--- src/rtl/alu_issue_stage.sv ---
// Two-stage issue/retire wrapper around the combinational ALU: decodes MIPS R/I-type
// ALU instructions onto registered ALU inputs, then captures and classifies the result.
module alu_issue_stage #(
    parameter int n = 32
) (
    input  logic         clk,
    input  logic         reset,
    input  logic         in_valid,
    output logic         in_ready,
    input  logic [31:0]  instr,
    input  logic [n-1:0] rs_data,
    input  logic [n-1:0] rt_data,
    input  logic         flush,
    output logic [n-1:0] alu_a,
    output logic [n-1:0] alu_b,
    output logic [3:0]   alu_af,
    output logic         alu_i,
    input  logic [n-1:0] alu_res,
    input  logic         alu_ovf,
    output logic         out_valid,
    input  logic         out_ready,
    output logic [n-1:0] out_res,
    output logic [4:0]   out_dest,
    output logic         out_we,
    output logic         out_ovf_exc,
    output logic         out_illegal
);

    logic [5:0]   opcode, funct;
    logic [15:0]  imm;
    logic [n-1:0] imm_sext, imm_zext;

    logic [3:0]   dec_af;
    logic         dec_i, dec_illegal, dec_trap;
    logic [n-1:0] dec_b;
    logic [4:0]   dec_dest;

    logic         s1_valid_q, s1_valid_d;
    logic [n-1:0] alu_a_q, alu_a_d, alu_b_q, alu_b_d;
    logic [3:0]   alu_af_q, alu_af_d;
    logic         alu_i_q, alu_i_d;
    logic [4:0]   s1_dest_q, s1_dest_d;
    logic         s1_illegal_q, s1_illegal_d;
    logic         s1_trap_q, s1_trap_d;

    logic         out_valid_q, out_valid_d;
    logic [n-1:0] out_res_q, out_res_d;
    logic [4:0]   out_dest_q, out_dest_d;
    logic         out_ovf_exc_q, out_ovf_exc_d;
    logic         out_illegal_q, out_illegal_d;

    logic         s1_load, s2_load;
    logic         unused_instr_fields;

    assign opcode   = instr[31:26];
    assign funct    = instr[5:0];
    assign imm      = instr[15:0];
    assign imm_sext = {{(n-16){imm[15]}}, imm};
    assign imm_zext = {{(n-16){1'b0}}, imm};

    // rs/shamt fields are resolved upstream (rs_data) or not supported (shifts)
    assign unused_instr_fields = ^{instr[25:21], instr[10:6]};

    always_comb begin
        dec_af      = 4'b0000;
        dec_i       = 1'b0;
        dec_b       = rt_data;
        dec_dest    = instr[15:11];
        dec_illegal = 1'b0;
        dec_trap    = 1'b0;
        if (opcode == 6'b000000) begin
            case (funct)
                6'b100000: begin dec_af = 4'b0000; dec_trap = 1'b1; end
                6'b100001: dec_af = 4'b0001;
                6'b100010: begin dec_af = 4'b0010; dec_trap = 1'b1; end
                6'b100011: dec_af = 4'b0011;
                6'b100100: dec_af = 4'b0100;
                6'b100101: dec_af = 4'b0101;
                6'b100110: dec_af = 4'b0110;
                6'b100111: dec_af = 4'b0111;
                6'b101010: dec_af = 4'b1010;
                6'b101011: dec_af = 4'b1011;
                default:   dec_illegal = 1'b1;
            endcase
        end else begin
            dec_dest = instr[20:16];
            case (opcode)
                6'b001000: begin dec_i = 1'b1; dec_af = 4'b0000; dec_b = imm_sext; dec_trap = 1'b1; end
                6'b001001: begin dec_i = 1'b1; dec_af = 4'b0001; dec_b = imm_sext; end
                6'b001010: begin dec_i = 1'b1; dec_af = 4'b1010; dec_b = imm_sext; end
                6'b001011: begin dec_i = 1'b1; dec_af = 4'b1011; dec_b = imm_sext; end
                6'b001100: begin dec_i = 1'b1; dec_af = 4'b0100; dec_b = imm_zext; end
                6'b001101: begin dec_i = 1'b1; dec_af = 4'b0101; dec_b = imm_zext; end
                6'b001110: begin dec_i = 1'b1; dec_af = 4'b0110; dec_b = imm_zext; end
                // lui: ALU shifts b left by 16 itself
                6'b001111: begin dec_i = 1'b1; dec_af = 4'b0111; dec_b = imm_zext; end
                default:   dec_illegal = 1'b1;
            endcase
        end
    end

    assign s2_load  = s1_valid_q & (~out_valid_q | out_ready);
    assign in_ready = ~s1_valid_q | s2_load;
    assign s1_load  = in_valid & in_ready & ~flush;

    always_comb begin
        alu_a_d       = alu_a_q;
        alu_b_d       = alu_b_q;
        alu_af_d      = alu_af_q;
        alu_i_d       = alu_i_q;
        s1_dest_d     = s1_dest_q;
        s1_illegal_d  = s1_illegal_q;
        s1_trap_d     = s1_trap_q;
        out_res_d     = out_res_q;
        out_dest_d    = out_dest_q;
        out_ovf_exc_d = out_ovf_exc_q;
        out_illegal_d = out_illegal_q;

        if (s1_load) begin
            alu_a_d      = rs_data;
            alu_b_d      = dec_b;
            alu_af_d     = dec_af;
            alu_i_d      = dec_i;
            s1_dest_d    = dec_dest;
            s1_illegal_d = dec_illegal;
            s1_trap_d    = dec_trap;
        end

        if (s2_load & ~flush) begin
            out_res_d     = alu_res;
            out_dest_d    = s1_dest_q;
            out_ovf_exc_d = s1_trap_q & alu_ovf;
            out_illegal_d = s1_illegal_q;
        end

        if (flush)        s1_valid_d = 1'b0;
        else if (s1_load) s1_valid_d = 1'b1;
        else if (s2_load) s1_valid_d = 1'b0;
        else              s1_valid_d = s1_valid_q;

        if (flush)          out_valid_d = 1'b0;
        else if (s2_load)   out_valid_d = 1'b1;
        else if (out_ready) out_valid_d = 1'b0;
        else                out_valid_d = out_valid_q;
    end

    always_ff @(posedge clk or posedge reset) begin
        if (reset) begin
            s1_valid_q    <= 1'b0;
            alu_a_q       <= '0;
            alu_b_q       <= '0;
            alu_af_q      <= 4'b0000;
            alu_i_q       <= 1'b0;
            s1_dest_q     <= 5'd0;
            s1_illegal_q  <= 1'b0;
            s1_trap_q     <= 1'b0;
            out_valid_q   <= 1'b0;
            out_res_q     <= '0;
            out_dest_q    <= 5'd0;
            out_ovf_exc_q <= 1'b0;
            out_illegal_q <= 1'b0;
        end else begin
            s1_valid_q    <= s1_valid_d;
            alu_a_q       <= alu_a_d;
            alu_b_q       <= alu_b_d;
            alu_af_q      <= alu_af_d;
            alu_i_q       <= alu_i_d;
            s1_dest_q     <= s1_dest_d;
            s1_illegal_q  <= s1_illegal_d;
            s1_trap_q     <= s1_trap_d;
            out_valid_q   <= out_valid_d;
            out_res_q     <= out_res_d;
            out_dest_q    <= out_dest_d;
            out_ovf_exc_q <= out_ovf_exc_d;
            out_illegal_q <= out_illegal_d;
        end
    end

    assign alu_a       = alu_a_q;
    assign alu_b       = alu_b_q;
    assign alu_af      = alu_af_q;
    assign alu_i       = alu_i_q;
    assign out_valid   = out_valid_q;
    assign out_res     = out_res_q;
    assign out_dest    = out_dest_q;
    assign out_ovf_exc = out_ovf_exc_q;
    assign out_illegal = out_illegal_q;
    assign out_we      = out_valid_q & ~out_ovf_exc_q & ~out_illegal_q & (out_dest_q != 5'd0);

endmodule

--- config.mk ---
export PLATFORM = sky130hd
export DESIGN_NAME = alu_issue_stage
export DESIGN_NICKNAME = d
export VERILOG_FILES = /design/src/rtl/alu_issue_stage.sv
export SDC_FILE = /design/constraint.sdc
export NUM_CORES = 1
export LEC_CHECK = 0
export CAP_MARGIN = 20
export CORE_AREA = 4 4 117 119
export CTS_CLUSTER_DIAMETER = 120
export CTS_CLUSTER_SIZE = 16
export DETAILED_ROUTE_END_ITERATION = 8
export DIE_AREA = 0 0 121 123
export PLACE_DENSITY = 0.81
export SLEW_MARGIN = 10
export SYNTH_ARGS = -nofsm -noshare
export SYNTH_HDL_FRONTEND = slang
export SYNTH_SLANG_ARGS = --single-unit
--- constraint.sdc ---
create_clock -name clk -period 5.2 [get_ports clk]
set_input_delay 1.56 -clock clk [delete_from_list [all_inputs] [get_ports clk]]
set_output_delay 1.56 -clock clk [all_outputs]
set_load 0.01 [all_outputs]
==> flow_summary.yaml, run 1 <==
outcome:
  status: "finished clean"
critical_path:
  start_kind: "input port"
  r2r_cells: 4
  critPathKind: "in2out"
  crit_arrival_ns: 2.75
  timing.rr.start: "out_valid$_DFFE_PP0P_"
  required_ns: 3.64
  worst-r2r-setup-slack_ns: 2.78
  crit_fanout: 2
  rr_endpoint: "alu_a[14]$_DFFE_PP0P_"
  crit_path_end_kind: "primary output"
global_routing:
  globalRouteMet1Util_pct: 22.9
  grt_util_met3_pct: 7.73
  grt_overflow: 0
  grtUsageMet2_pct: 33.7
  grt_pass1_wl_mm: 22.7
  grtUsageTotal_pct: 19.6
  grt_pass1_vias: 4288
  grt_max_degree: 83
  busiest_layer: "met2"
  grt_antenna_before_repair: 0
detailed_routing:
  antenna_left: 0
  num_vias: 4251
  firstDrtPassIters: 4
  drt_wl_total_mm: 15.0
  viasPerCell: 5.16
  drt-initial-drc-count: 236
  wl_per_cell_um: 18.2
  post-route-drc-count: 0
floorplanning:
  start_util_pct: 40.4
  die_y_um: 123
  rows: 41
  coreArea_um2: 12600
  io_pins: 245
  dieArea_um2: 14900
  dieWidth_um: 121
logic_synthesis:
  syn_area_um2: 5080
  synthesis.nets: 538
  synth.area.top_cells: "dfrtp_1, mux2_4, mux2_2, a31oi_1, a21oi_1"
  yosysUniqueCellTypes: 35
  async_flop_share_pct: 100
  synth_cells: 404
  synth_area_per_cell_um2: 12.6
  ys_warn_count: 0
  synth_seq_cells: 117
  synth_ff_type: "dfrtp_1"
  synth_top_area_cell: "dfrtp_1"
  ys_seq_area_share_pct: 57.6
  yosys.area.top_type_share_pct: 57.6
  synth_edf_count: 0
timing:
  whs_ns: 0.486
  fin_crit_ns: 4.31
  max-slew-margin-rel_pct: 25.7
  hold_viol_final: 0
  skew_ns: 0.0173
  fin_crit_sh_pct: 82.9
  worst_pin_slew_ns: 1.11
  fmax_mhz: 232
  setup_viol: 0
  slew_viol_final: 0
  fin_tns_setup_ns: 0
  rsz0062_at_grt: "false"
cells_and_area:
  final_nets: 773
  diodes: 0
  layout-drive-gt1-share_pct: 17.6
  fill_cells: 951
  area.growth.synth_to_final_pct: 62.4
  stdcell_area_um2: 8250
cts:
  post_cts_buffers: 0
  htree_levels: 4
  clkTransAtPathRegs_ns: 0.06
  cts_sinks: 117
  clk_latency_ns: 0.40
  cts_root_buf: "clkbuf_16"
  ctsHoldBuffers: 0
  cts_buffers: 17
  ctsResizeCount: 0
  cts_tree: "built"
  cts.path.max_buffers: 2
power:
  p_comb_share_pct: 23.2
  swShare_pct: 24.2
  p_seq_share_pct: 35.6
  p_int_uw: 2460
  p_per_area_nw_per_um2: 394
  p_clk_share_pct: 41.1
  ir_worst_vdd_mv: 0.214
  switchingPower_uw: 785
  power.leakage_uw: 0.00343
min_path:
  min_to: "out_res[0]$_DFFE_PP0P_"
  hold_path.startpoint: "out_res[0]$_DFFE_PP0P_"
  holdPathStages: 1
  min_path_type: "reg2reg"
placement:
  hpwl_mm: 11.0
  numPortBuffers: 239
  dpl_cell_area_um2: 7540
  routabilityCongestion: 0.811
run:
  cap_violations: 0
## per-stage QoR
stage / util (%) / std cells / setup slack (ns) / power (uW)
2_1_floorplan: - / 404 / 0.539 / 1460
3_3_place_gp: 59.9 / 790 / 0.895 / 1900
5_1_grt: 65.6 / 824 / 0.870 / 3390
6_report: 65.6 / 824 / 0.889 / 3250
3_5_place_dp: 60.0 / 791 / 0.885 / 1930
4_1_cts: 65.4 / 823 / 0.880 / 3280
## area by class of cell
type / count / area, um^2 / share of cell area [%]
tap: 172 / 215 / 2.61
timing repair buffer: 246 / 2470 / 29.9
multi-input combinational: 253 / 1940 / 23.5
sequential: 117 / 2930 / 35.5
inverter: 4 / 17.5 / 0.212
clock inverter: 13 / 228 / 2.76
clock buffer: 19 / 453 / 5.49
## worst max path at each step
stage,start,endpoint,slack (ns)
after floorplan,reset,alu_a[0]$_DFFE_PP0P_,0.54
after global placement,out_ready,in_ready,0.90
after detailed placement,out_ready,in_ready,0.88
after CTS,out_ready,in_ready,0.88
after global routing,out_ready,in_ready,0.87
final,out_ready,in_ready,0.89
## synth_stat cells (4+ instances only)
master    instances
o21ai_0           5
a31oi_1          42
clkbuf_1         10
nand3_1           6
nand2_1          56
buf_2             5
nor2_1            5
mux2_2           31
buf_6            13
mux2_1            7
a21oi_1          43
dfrtp_1         117
inv_1             4
mux2_4           33
## placed cells by master, fill, tap and decap left out, drive strengths merged, types with 4 or more instances in the layout
cell,instances
a31oi,42
nor2b,4
clkdlybuf4s50,239
o21ai,5
nor2,5
a21oi,43
clkbuf,19
clkinv,5
nand2,56
mux2,71
buf,7
dfrtp,117
bufinv,6
inv,4
nand3,6
## critical path, stage by stage
cell and delay, ns:
clkdlybuf4s50_1 0.50, nand3b_4 0.14, clkdlybuf4s50_1 0.54
## power by group through the flow
stage	registers, uW	logic, uW	clock network (uW)
finish	1160	755	1340
global route	1180	803	1410
detailed placement	1170	761	0
global placement	1160	742	0
floorplan	1230	227	0
CTS	1160	764	1360
## per-layer routing
layer  vias to the layer above  wire length [um]
met3                        12              1430
met2                       219              7460
met5                         -                 0
met4                         0               176
li1                       1921                 -
met1                      2099              5930
## registers in the layout, indices dropped and copies added, names as in the netlist
register and count:
s1_valid_q 1, alu_a 32, out_illegal 1, s1_illegal_q 1, out_dest 5, s1_trap_q 1
s1_dest_q 5, out_valid 1, alu_i 1, alu_af 4, out_res 32, alu_b 32
out_ovf_exc 1
## cells by family after synthesis
kind of cell,share of synthesized area [%]
compound gates,10.5
buf+inv,4.71
flops,57.6
mux,18.4
simple gates,8.72
Note: power is estimated with default switching activity, not from simulation.
==> inputs of run 2 (changes only) <==
- CORE_AREA: 4 4 117 119 -> 4 4 123 125
- DIE_AREA: 0 0 121 123 -> 0 0 127 129
- PLACE_DENSITY: 0.81 -> 0.77
- clock period: 5.2 -> 3.9 ns (I/O delays scaled with it)
==> flow_summary.yaml, run 2 (same netlist as run 1, synthesis figures left out) <==
cts:
  cts.path.max_buffers: 2
  cts_sinks: 117
  ctsHoldBuffers: 0
  htree_levels: 4
  post_cts_buffers: 0
  cts_root_buf: "clkbuf_16"
  clk_latency_ns: 0.40
  clkTransAtPathRegs_ns: 0.05
  cts_buffers: 17
  ctsResizeCount: 0
  cts_tree: "built"
power:
  p_clk_share_pct: 41.1
  switchingPower_uw: 1030
  p_per_area_nw_per_um2: 520
  swShare_pct: 23.8
  p_comb_share_pct: 23.2
  p_int_uw: 3290
  power.leakage_uw: 0.00344
  p_seq_share_pct: 35.7
  ir_worst_vdd_mv: 0.233
floorplanning:
  dieWidth_um: 127
  rows: 43
  coreArea_um2: 13900
  io_pins: 245
  dieArea_um2: 16400
  start_util_pct: 36.6
  die_y_um: 129
outcome:
  status: "finished clean"
cells_and_area:
  final_cell_mix: "clkdlybuf4s50_1, dfrtp_1, nand2_1"
  layout-drive-gt1-share_pct: 17.7
  final_util_pct: 59.9
  stdcell_area_um2: 8310
  layout_commonest_cell: "clkdlybuf4s50_1"
  area.growth.synth_to_final_pct: 63.6
  final_nets: 775
  diodes: 0
placement:
  hpwl_mm: 10.3
  numPortBuffers: 239
  routabilityCongestion: 0.832
  dp_slack_ns: 0.377
  dpl_cell_area_um2: 7600
critical_path:
  required_ns: 2.73
  crit_arrival_ns: 2.34
  start_kind: "input port"
  critPathKind: "in2out"
  crit_path_end_kind: "primary output"
  crit_fanout: 2
detailed_routing:
  num_vias: 4127
  viasPerCell: 4.95
  firstDrtPassIters: 4
  drt-initial-drc-count: 157
  wl_per_cell_um: 17.3
  antenna_left: 0
  post-route-drc-count: 0
  drt_wl_total_mm: 14.5
timing:
  skew_ns: 0.00734
  hold_viol_final: 0
  slew_viol_final: 0
  worst_pin_slew_ns: 0.616
  fin_crit_sh_pct: 90.0
  rsz0062_at_grt: "false"
  fin_crit_ns: 3.51
  fin_tns_setup_ns: 0
  finalWorstSetupSlack_ns: 0.389
  fmax_mhz: 285
  setup_viol: 0
  max-slew-margin-rel_pct: 58.9
  whs_ns: 0.489
global_routing:
  grt_pass1_wl_mm: 22.6
  grtUsageTotal_pct: 17.6
  grt_antenna_before_repair: 0
  grt_max_degree: 118
  grt_pass1_vias: 4292
  grt_overflow: 0
run:
  cap_violations: 0
min_path:
  min_path_type: "reg2reg"
[run 2: cell count changes in the layout (fill, tap and decap cells not counted), sizes merged]
cell / previous run / this run
buf: 7 / 9
clkbuf: 19 / 20
clkinv: 5 / 3
clkinvlp: 2 / 4
inv: 4 / 3
[run 2: final cells by class]
type                       count  area [um^2]
multi-input combinational    253         1940
clock buffer                  20          457
timing repair buffer         248         2520
sequential                   117         2930
inverter                       4         18.8
tap                          180          225
clock inverter                12          225
fill                        1134         5570
[run 2: routing by layer]
| layer | part of all wire, % | vias to the layer above | wire length [um] | global-route usage [%] |
|---|---|---|---|---|
| met5 | 0 | - | 0 | 0 |
| met4 | 1.2 | 0 | 179 | 5.99 |
| met3 | 8.5 | 16 | 1230 | 6.56 |
| met2 | 48 | 178 | 6900 | 29.1 |
| met1 | 42 | 2004 | 6140 | 21.3 |
| li1 | - | 1929 | - | - |
[run 2: worst paths after layout]
check	from	to	slack, ns	depth (start not counted)
hold / removal	out_res[4]$_DFFE_PP0P_	out_res[4]$_DFFE_PP0P_	0.49	1
setup reg to reg	out_valid$_DFFE_PP0P_	alu_i$_DFFE_PP0P_	1.83	5
setup / recovery	out_ready	in_ready	0.39	3
hold reg to reg	out_res[4]$_DFFE_PP0P_	out_res[4]$_DFFE_PP0P_	0.49	1
max in group asynchronous	reset	out_res[2]$_DFFE_PP0P_	2.14	3
min in group asynchronous	reset	out_res[19]$_DFFE_PP0P_	1.31	3
[run 2: worst max-delay path, cell delays in order]
cell and delay (ns):
clkdlybuf4s50_1 0.49, nand3b_4 0.14, clkdlybuf4s50_1 0.54
[run 2: metrics by stage]
| stage | std cells | power [uW] |
|---|---|---|
| after floorplan | 404 | 1940 |
| final | 834 | 4320 |
| after detailed placement | 801 | 2570 |
| after global placement | 801 | 2550 |
| after CTS | 833 | 4380 |
| after global routing | 834 | 4520 |
[run 2: power groups by stage]
stage          clock (uW)  combinational [uW]  sequential (uW)
2_1_floorplan           0                 303             1640
3_3_place_gp            0                 995             1550
3_5_place_dp            0                1010             1560
4_1_cts              1820                1010             1540
5_1_grt              1880                1070             1570
6_report             1770                1000             1540
==> inputs of run 3 (changes only) <==
- CORE_AREA: 4 4 123 125 -> 8 8 127 129
- DIE_AREA: 0 0 127 129 -> 0 0 135 137
==> flow_summary.yaml, run 3 (same netlist as run 1, synthesis figures left out) <==
power:
  p_comb_share_pct: 23.7
  switchingPower_uw: 1050
  ir_worst_vdd_mv: 0.271
  p_per_area_nw_per_um2: 513
  p_clk_share_pct: 39.9
  power.leakage_uw: 0.00343
  swShare_pct: 24.6
  p_int_uw: 3200
  p_seq_share_pct: 36.4
cts:
  cts_buffers: 17
  post_cts_buffers: 0
  cts_tree: "built"
  ctsResizeCount: 0
  clk_latency_ns: 0.41
  cts_root_buf: "clkbuf_16"
  ctsHoldBuffers: 0
  clkTransAtPathRegs_ns: 0.05
  htree_levels: 4
  cts_sinks: 117
  cts.path.max_buffers: 2
floorplanning:
  dieWidth_um: 135
  dieArea_um2: 18500
  start_util_pct: 35.8
  die_y_um: 137
  io_pins: 245
  coreArea_um2: 14200
  rows: 44
global_routing:
  grt_pass1_wl_mm: 24.7
  grt_max_degree: 77
  grtUsageTotal_pct: 17.2
  grt_antenna_before_repair: 0
  grt_pass1_vias: 4502
  grt_overflow: 0
detailed_routing:
  post-route-drc-count: 0
  viasPerCell: 5.01
  num_vias: 4211
  antenna_left: 0
  drt_wl_total_mm: 15.9
  drt-initial-drc-count: 172
  firstDrtPassIters: 4
  wl_per_cell_um: 18.9
critical_path:
  crit_arrival_ns: 2.39
  worst-r2r-setup-slack_ns: 1.81
  crit_path_end_kind: "primary output"
  start_kind: "input port"
  critPathKind: "in2out"
  required_ns: 2.73
  crit_fanout: 2
timing:
  fin_crit_ns: 3.56
  slew_viol_final: 0
  fin_tns_setup_ns: 0
  worst_pin_slew_ns: 0.587
  setup_viol: 0
  skew_ns: 0.00703
  finalWorstSetupSlack_ns: 0.339
  fin_crit_sh_pct: 91.3
  hold_viol_final: 0
  max-slew-margin-rel_pct: 60.7
  fmax_mhz: 281
  rsz0062_at_grt: "false"
placement:
  dp_slack_ns: 0.343
  dp.cells: 807
  hpwl_mm: 12.0
  numPortBuffers: 239
  routabilityCongestion: 0.759
cells_and_area:
  seqCellArea_um2: 2930
  final_nets: 777
  final_cell_mix: "clkdlybuf4s50_1, dfrtp_1, nand2_1"
  fill_cells: 1152
  layout-drive-gt1-share_pct: 18.0
  layout_commonest_cell: "clkdlybuf4s50_1"
  area.growth.synth_to_final_pct: 62.9
  final_cells: 840
  diodes: 0
  multi_input_area_um2: 1930
min_path:
  min_path_type: "reg2reg"
outcome:
  status: "finished clean"
run:
  cap_violations: 0
==> run 3: layout make-up <==
type                            instances  share of cell area, %
Clock inverter                         14                   2.50
Multi-Input combinational cell        253                   23.3
Sequential cell                       117                   35.4
Inverter                                4                  0.227
Tap cell                              184                   2.78
Timing Repair Buffer                  250                   30.5
Clock buffer                           18                   5.31
==> run 3: power by group through the flow <==
| stage | clock network (uW) | logic (uW) | registers (uW) |
|---|---|---|---|
| 4_1_cts | 1730 | 1020 | 1550 |
| 6_report | 1700 | 1010 | 1540 |
| 3_5_place_dp | 0 | 1020 | 1570 |
| 2_1_floorplan | 0 | 303 | 1640 |
| 5_1_grt | 1780 | 1080 | 1570 |
| 3_3_place_gp | 0 | 998 | 1550 |
==> run 3: per-stage QoR <==
| step | total power (uW) | instance area, um^2 | hold slack [ns] | utilization (%) |
|---|---|---|---|---|
| after floorplan | 1940 | 5080 | 0.465 | - |
| after global routing | 4430 | 8270 | 0.512 | 58.2 |
| after global placement | 2550 | 7600 | 0.468 | 53.5 |
| final | 4250 | 8270 | 0.485 | 58.2 |
| after CTS | 4300 | 8250 | 0.491 | 58.1 |
| after detailed placement | 2580 | 7600 | 0.479 | 53.5 |
==> run 3: final timing paths <==
check                                  startpoint                endpoint  depth (start not counted)
min reg2reg                out_res[4]$_DFFE_PP0P_  out_res[4]$_DFFE_PP0P_                          1
min in group asynchronous                   reset  out_res[7]$_DFFE_PP0P_                          2
max reg2reg                 out_valid$_DFFE_PP0P_   alu_a[31]$_DFFE_PP0P_                          5
max in group asynchronous                   reset   alu_b[13]$_DFFE_PP0P_                          3
max                                     out_ready                in_ready                          3
min                        out_res[4]$_DFFE_PP0P_  out_res[4]$_DFFE_PP0P_                          1
==> run 3: critical path, cell delays in order <==
cell,delay (ns)
clkdlybuf4s50_1,0.51
nand3b_4,0.16
clkdlybuf4s50_1,0.56
==> run 3: layer usage <==
| layer | global-route usage [%] | vias to the layer above | wire length (um) | part of all wire [%] |
|---|---|---|---|---|
| met4 | 7.09 | 0 | 333 | 2.1 |
| met5 | 0 | - | 0 | 0 |
| li1 | - | 1932 | - | - |
| met2 | 28.9 | 191 | 7730 | 49 |
| met1 | 18.8 | 2062 | 6280 | 39 |
| met3 | 7.16 | 26 | 1560 | 9.8 |
